File: src/rtl/lcd_tim_pkg.sv
// Shared types for the LCD timing sequencer: phase encoding, the
// per-axis phase-length bundle and small helpers used by both axes.
package lcd_tim_pkg;

  // Field width of the phase-length bundle; the top-level C_WIDTH must match.
  localparam int unsigned LCD_CW = 12;

  typedef enum logic [2:0] {
    IDLE  = 3'd0,
    SYNC  = 3'd1,
    BACK  = 3'd2,
    ACT   = 3'd3,
    FRONT = 3'd4
  } phase_e;

  typedef struct packed {
    logic [LCD_CW-1:0] syncLen;
    logic [LCD_CW-1:0] backLen;
    logic [LCD_CW-1:0] actLen;
    logic [LCD_CW-1:0] frontLen;
  } phaseLens_t;

  // Final count of a phase; a zero length is treated as one count.
  function automatic logic [LCD_CW-1:0] lastCount(input logic [LCD_CW-1:0] len);
    if (len == {LCD_CW{1'b0}}) begin
      return {LCD_CW{1'b0}};
    end else begin
      return len - {{(LCD_CW-1){1'b0}}, 1'b1};
    end
  endfunction

  // Fixed phase order; IDLE is only left through the explicit start path.
  function automatic phase_e nextPhase(input phase_e ph);
    case (ph)
      SYNC:    return BACK;
      BACK:    return ACT;
      ACT:     return FRONT;
      FRONT:   return SYNC;
      default: return IDLE;
    endcase
  endfunction

endpackage

File: src/rtl/lcd_timing_sequencer_phase.sv
// One axis of the timing generator: a phase FSM with a count inside the
// current phase. Exposes the next state so the owner can register its
// outputs without adding latency, and a wrap pulse that fires when the
// axis leaves IDLE or completes its FRONT phase.
module lcd_phase_seq
  import lcd_tim_pkg::*;
(
  input  logic              iClk,
  input  logic              iRst,
  input  logic              iAdvance,
  input  phaseLens_t        iLens,
  output phase_e            phase,
  output logic [LCD_CW-1:0] count,
  output phase_e            phaseNext,
  output logic [LCD_CW-1:0] countNext,
  output logic              wrap
);

  logic [LCD_CW-1:0] lenSel_s;
  logic              atLast_s;

  // Next-state decode: step the count, roll into the next phase on the last count.
  always_comb begin
    case (phase)
      SYNC:    lenSel_s = iLens.syncLen;
      BACK:    lenSel_s = iLens.backLen;
      ACT:     lenSel_s = iLens.actLen;
      FRONT:   lenSel_s = iLens.frontLen;
      default: lenSel_s = {LCD_CW{1'b0}};
    endcase
    atLast_s  = (count == lastCount(lenSel_s));
    phaseNext = phase;
    countNext = count;
    wrap      = 1'b0;
    if (iAdvance) begin
      case (phase)
        IDLE: begin
          phaseNext = SYNC;
          countNext = {LCD_CW{1'b0}};
          wrap      = 1'b1;
        end
        SYNC, BACK, ACT, FRONT: begin
          if (atLast_s) begin
            phaseNext = nextPhase(phase);
            countNext = {LCD_CW{1'b0}};
            wrap      = (phase == FRONT);
          end else begin
            countNext = count + {{(LCD_CW-1){1'b0}}, 1'b1};
          end
        end
        default: begin
          phaseNext = IDLE;
          countNext = {LCD_CW{1'b0}};
        end
      endcase
    end else begin
      phaseNext = phase;
      countNext = count;
    end
  end

  // Phase and count state registers.
  always_ff @(posedge iClk) begin
    if (iRst) begin
      phase <= IDLE;
      count <= {LCD_CW{1'b0}};
    end else begin
      phase <= phaseNext;
      count <= countNext;
    end
  end

endmodule

File: src/rtl/lcd_timing_sequencer.sv
// LCD frame timing: horizontal axis steps every enabled pixel clock, the
// vertical axis steps once per completed line. Timing lengths live in an
// active shadow that only changes at a frame boundary, so a reprogram
// through iCfgLoad never tears a frame.
module lcd_timing_sequencer
  import lcd_tim_pkg::*;
#(
  parameter int unsigned C_WIDTH     = LCD_CW,
  parameter bit          C_HSYNC_POL = 1'b0,
  parameter bit          C_VSYNC_POL = 1'b0
) (
  input  logic               iClk,
  input  logic               iRst,
  input  logic               iEn,
  input  logic [C_WIDTH-1:0] iHSyncLen,
  input  logic [C_WIDTH-1:0] iHBackLen,
  input  logic [C_WIDTH-1:0] iHActLen,
  input  logic [C_WIDTH-1:0] iHFrontLen,
  input  logic [C_WIDTH-1:0] iVSyncLen,
  input  logic [C_WIDTH-1:0] iVBackLen,
  input  logic [C_WIDTH-1:0] iVActLen,
  input  logic [C_WIDTH-1:0] iVFrontLen,
  input  logic               iCfgLoad,
  output logic               oCfgPending,
  output logic               oHSync,
  output logic               oVSync,
  output logic               oDe,
  output logic [C_WIDTH-1:0] oX,
  output logic [C_WIDTH-1:0] oY,
  output logic               oLineStart,
  output logic               oFrameStart
);

  phaseLens_t        hIn_s, vIn_s;
  phaseLens_t        hAct_r, vAct_r, hPend_r, vPend_r;
  phase_e            hPhase_s, vPhase_s, hPhaseNext_s, vPhaseNext_s;
  logic [LCD_CW-1:0] hCount_s, vCount_s, hCountNext_s, vCountNext_s;
  logic              hWrap_s, vWrap_s, deNext_s;

  assign hIn_s = '{syncLen: iHSyncLen, backLen: iHBackLen, actLen: iHActLen, frontLen: iHFrontLen};
  assign vIn_s = '{syncLen: iVSyncLen, backLen: iVBackLen, actLen: iVActLen, frontLen: iVFrontLen};

  lcd_phase_seq uHSeq (
    .iClk      (iClk),
    .iRst      (iRst),
    .iAdvance  (iEn),
    .iLens     (hAct_r),
    .phase     (hPhase_s),
    .count     (hCount_s),
    .phaseNext (hPhaseNext_s),
    .countNext (hCountNext_s),
    .wrap      (hWrap_s)
  );

  lcd_phase_seq uVSeq (
    .iClk      (iClk),
    .iRst      (iRst),
    .iAdvance  (hWrap_s),
    .iLens     (vAct_r),
    .phase     (vPhase_s),
    .count     (vCount_s),
    .phaseNext (vPhaseNext_s),
    .countNext (vCountNext_s),
    .wrap      (vWrap_s)
  );

  assign deNext_s = (hPhaseNext_s == ACT) && (vPhaseNext_s == ACT);

  // Pending capture and frame-boundary promotion of the timing configuration.
  always_ff @(posedge iClk) begin
    if (iRst) begin
      hAct_r      <= hIn_s;
      vAct_r      <= vIn_s;
      hPend_r     <= '0;
      vPend_r     <= '0;
      oCfgPending <= 1'b0;
    end else begin
      if (vWrap_s && oCfgPending) begin
        hAct_r <= hPend_r;
        vAct_r <= vPend_r;
      end
      if (iCfgLoad) begin
        hPend_r     <= hIn_s;
        vPend_r     <= vIn_s;
        oCfgPending <= 1'b1;
      end else if (vWrap_s) begin
        oCfgPending <= 1'b0;
      end
    end
  end

  // Output register, decoded from next state so it lines up with the state registers.
  always_ff @(posedge iClk) begin
    if (iRst) begin
      oHSync      <= ~C_HSYNC_POL;
      oVSync      <= ~C_VSYNC_POL;
      oDe         <= 1'b0;
      oX          <= {C_WIDTH{1'b0}};
      oY          <= {C_WIDTH{1'b0}};
      oLineStart  <= 1'b0;
      oFrameStart <= 1'b0;
    end else begin
      oHSync      <= (hPhaseNext_s == SYNC) ? C_HSYNC_POL : ~C_HSYNC_POL;
      oVSync      <= (vPhaseNext_s == SYNC) ? C_VSYNC_POL : ~C_VSYNC_POL;
      oDe         <= deNext_s;
      oX          <= deNext_s ? hCountNext_s : {C_WIDTH{1'b0}};
      oY          <= deNext_s ? vCountNext_s : {C_WIDTH{1'b0}};
      oLineStart  <= hWrap_s;
      oFrameStart <= vWrap_s;
    end
  end

endmodule
File: config.mk
export PLATFORM = sky130hd
export DESIGN_NAME = lcd_timing_sequencer
export DESIGN_NICKNAME = d
export VERILOG_FILES = /design/src/rtl/lcd_tim_pkg.sv /design/src/rtl/lcd_timing_sequencer_phase.sv /design/src/rtl/lcd_timing_sequencer.sv
export SDC_FILE = /design/constraint.sdc
export NUM_CORES = 1
export LEC_CHECK = 0
export ABC_AREA = 0
export CAP_MARGIN = 20
export CORE_AREA = 3 3 144 146
export CTS_CLUSTER_SIZE = 16
export DETAILED_ROUTE_END_ITERATION = 16
export DIE_AREA = 0 0 147 149
export PLACE_DENSITY = 0.84
export SLEW_MARGIN = 20
export SYNTH_ARGS = -nofsm -noshare
export SYNTH_HDL_FRONTEND = slang
export SYNTH_SLANG_ARGS = --single-unit
export TNS_END_PERCENT = 50
File: constraint.sdc
create_clock -name iClk -period 17 [get_ports iClk]
set_input_delay 2.55 -clock iClk [delete_from_list [all_inputs] [get_ports iClk]]
set_output_delay 2.55 -clock iClk [all_outputs]
set_load 0.02 [all_outputs]
==> summary.md <==
| Metric | Value |
|---|---|
| Grt ovf | 0 |
| Die X-Extent | 147 um |
| Synth Cell Area | 11,810 um2 |
| Cell area after placement | approximately 13,000 um2 |
| Vias post-DR | 8,519 |
| CP Capture Type | flop |
| Worst Path Max Fanout | 59 |
| Cell at the root of the clock tree | sky130_fd_sc_hd__clkbuf_16 |
| Detailed-route vias per instance | 5.847 |
| Worst clock skew | around 0.0099 ns |
| Cell count of the worst reg-to-reg path | 14 |
| Longest individual stage delay on the worst path | 0.71 ns |
| Slew at the pin closest to its max-slew limit | 1.043 ns |
| Rel. slew slack | 0.3048 |
| Predominant post-synthesis flop cell | sky130_fd_sc_hd__dfxtp_1 |
| Number of hold violations in the final report | 0 |
| Count of flip-flops with a built-in enable after synthesis | 96 |
| Cell chain of the critical path | nor2b_1, a22o_1, a21oi_1, ha_1, xnor2_1, or3b_2, a22o_1, a21boi_0, o211ai_1, a2111oi_2, nand3_1, a2111oi_2, a21o_4, buf_4 |
| Power density over the cells | 100.5 nW/um2 |
| Commonest cells after routing, fill and taps aside | 184 x sky130_fd_sc_hd__nor2_1, 156 x sky130_fd_sc_hd__dfxtp_1, 127 x sky130_fd_sc_hd__clkdlybuf4s50_1, 105 x sky130_fd_sc_hd__mux2i_1, 97 x sky130_fd_sc_hd__mux2_2 |
| Port buffer count | 129 |
| Remaining DRCs | 0 |
| Effective utilization at floorplan | 0.6048 |
| Synth top area share | 0.2644 |
| Die Outline Area | 21,900 um2 |
| Top delay family on crit path | compound AO/OA/AOI/OAI gates |
| Drt initial violations | between 700 and 800 |
| Number of top-level pins | between 100 and 150 |
| Top cells by area, synth | sky130_fd_sc_hd__dfxtp_1 26%, sky130_fd_sc_hd__edfxtp_1 24%, sky130_fd_sc_hd__mux2_2 9.2%, sky130_fd_sc_hd__mux2i_1 8.9%, sky130_fd_sc_hd__nor2_1 5.8% |
| Final number of max-transition violations | 0 |
| Clock latency on the worst-skew pair | 0.52 ns |
| Pre-Repair DR Iteration Count | 5 |
| DR WL/cell | 18.08 um |
| Mean instance size in the synthesized netlist | 10.97 um2 |
| Total clock buffers created by CTS | 25 |
| Clock tree from TritonCTS | built |
| Number of global-route vias before repair | 8,178 |
| Dominant cell type by area after synthesis | sky130_fd_sc_hd__dfxtp_1 |
| Count of cell types in the netlist | 82 |
| Cell with the largest stage delay on the worst path | sky130_fd_sc_hd__dfxtp_1 |
| Antenna violations before repair | 0 |
| Hpwl dp | between 15 and 20 mm |
| FILL cells | 1,386 |
| Number of diodes | 0 |
| Number of buffers inserted by post-CTS setup repair | 0 |
| Worst endpoint data arrival time | 6.31 ns |
| Data required, critical path | approximately 17 ns |
| Row cnt | 51 |
| Core region area | between 15,000 and 20,000 um2 |
| Total number of yosys warnings | 0 |
| Total routing resource utilization after global routing | 0.2371 |
| Die Y | roughly 150 um |
| Max-cap check violation count | 0 |
| Count of clock tree sinks | 252 |
| Final setup fails | 0 |
| Outcome | finished, final reports clean |
| Hold Buf Count CTS | 0 |
| Crit start category | flop |
| Final GP Congestion | 0.8581 |
| Post-Syn Nets | 1,181 |
| Path class of the lowest-slack min-delay path | reg2reg |
| Stages on worst setup path | 14 |
| Final total negative setup slack | 0 ns |
| First-pass GRT wire length | 42.66 mm |
| Layout net count | 1,277 |
| Final period utilization | 0.3622 |
| Critical path type | reg2reg |
| Count of H-tree levels built during CTS | 1 |
| Bufs and invs on worst path | 1 |
| FMAX | 162.4 MHz |
| Number of cells upsized or downsized after cts | 0 |
| Proportion of register bits with asynchronous set or reset after synthesis | 0 |
| Seq/Total Area, Yosys | 0.5085 |
| Maximum number of pins on one net before global-route repair | 86 |
| Worst supply voltage drop on vdd | a little over 70 uV |
| Fin util | 0.7145 |
| Setup repair after global routing missed its margin | no |
| Maximum buffer depth of the clock tree | 3 |
| Reported leakage power | 5.369 nW |
| Post-route design area | 13,950 um2 |
| Number of flip-flops and latches in the synthesized netlist | 252 |
| Clock edge transition at the registers on the reported setup and hold paths | 0.06 ns |
| Total wirelength of the detailed-routed design | 26.34 mm |
| Minimum clock period | 6.158 ns |
| Post-route antenna net violation count | 0 |
| Number of instances in the synthesized netlist | 1,077 |
| Worst hold path depth | 2 |
| Area growth syn-to-layout | 18.13% |
| Fraction of layout cells with a size suffix above 1 | 0.1460 |
| Most common cell after layout, fill and taps aside | sky130_fd_sc_hd__nor2_1 |
[path summary, 6_finish.rpt]
| kind | slack, ns | start | end |
|---|---|---|---|
| min | 0.49 | vPend_r[33] | vPend_r[33] |
| min reg2reg | 0.49 | vPend_r[33] | vPend_r[33] |
| max reg2reg | 10.84 | uVSeq.phase[0] | hAct_r[42] |
| max | 10.84 | uVSeq.phase[0] | hAct_r[42] |
[through the flow]
step                      setup slack [ns]  std cells  total power [mW]  hold WS (ns)
final                                10.84       1457             1.403        0.4894
after global routing                 10.38       1457             1.456        0.5149
after CTS                            10.89       1457             1.409        0.4974
after detailed placement             10.86       1411            0.8922        0.4813
after global placement               10.98       1411            0.8888        0.4678
after floorplan                      10.83       1077            0.8273        0.4561
[kinds of logic (layout without fill, tap and decap cells)]
kind of cell | count (synthesis) | after routing | synth area share
compound gates | 156 | 156 | 0.1006
simple gates | 349 | 349 | 0.1518
xor+xnor | 27 | 27 | 0.02002
fa+ha+maj | 5 | 5 | 0.005191
mux | 202 | 202 | 0.1815
buf+inv | 86 | 201 | 0.03231
flops | 252 | 252 | 0.5085
[sequential cells by signal, indices dropped and copies added (netlist names), 3 cells and up]
signal,count
uHSeq.count,12
hAct_r,48
vPend_r,48
uVSeq.phase,3
vAct_r,48
uVSeq.count,12
hPend_r,48
oY,12
oX,12
uHSeq.phase,3
[layer usage]
| metal | GRT usage | wire [um] | up-vias |
|---|---|---|---|
| met5 | 0 | 0 | - |
| met4 | 0.04939 | 447 | 0 |
| met3 | 0.03707 | 1435 | 38 |
| met2 | 0.3764 | 12000 | 276 |
| met1 | 0.3487 | 12460 | 4052 |
| li1 | - | - | 4153 |
[worst register-to-register path, delay by kind of cell (launching register included)]
kind | cells | cell delay, ns
XOR/XNOR | 1 | 0.15
adder cells (fa/ha/maj) | 1 | 0.35
AO/OA/AOI/OAI | 8 | 2.41
AND/OR/NAND/NOR | 3 | 1.43
buffers and inverters | 1 | 0.67
flip-flops | 1 | 0.71
[final cells by class]
cell class	instances	area (um2)	area share
timing repair buffer	135	1335	0.09569
multi-input combinational	739	5430	0.3892
inverter	20	75.07	0.005381
tap	265	331.6	0.02377
sequential	252	6006	0.4305
clock inverter	12	72.57	0.005202
clock buffer	34	700.7	0.05022
[where the power goes]
group / total [mW] / leakage (nW) / internal, mW / switching [mW]
Combinational: 0.193 / 2.74 / 0.0903 / 0.103
Sequential: 0.689 / 2.25 / 0.669 / 0.0197
Clock: 0.520 / 0.379 / 0.291 / 0.230
Total: 1.40 / 5.37 / 1.05 / 0.352
[synthesized netlist by cell type, drive strengths merged, types with 6 or more instances]
library cell / instances
a21oi: 20
a221o: 9
a22o: 6
a22oi: 18
a31oi: 13
and2: 6
and3: 15
buf: 33
clkbuf: 33
dfxtp: 156
edfxtp: 96
inv: 20
mux2: 97
mux2i: 105
nand2: 19
nand2b: 19
nand3: 17
nor2: 184
nor2b: 13
nor3: 16
nor3b: 6
nor4: 11
o211ai: 10
o21ai: 19
o32ai: 9
or3: 7
xnor2: 17
xor2: 10
Power figures use the tool's default switching activity.
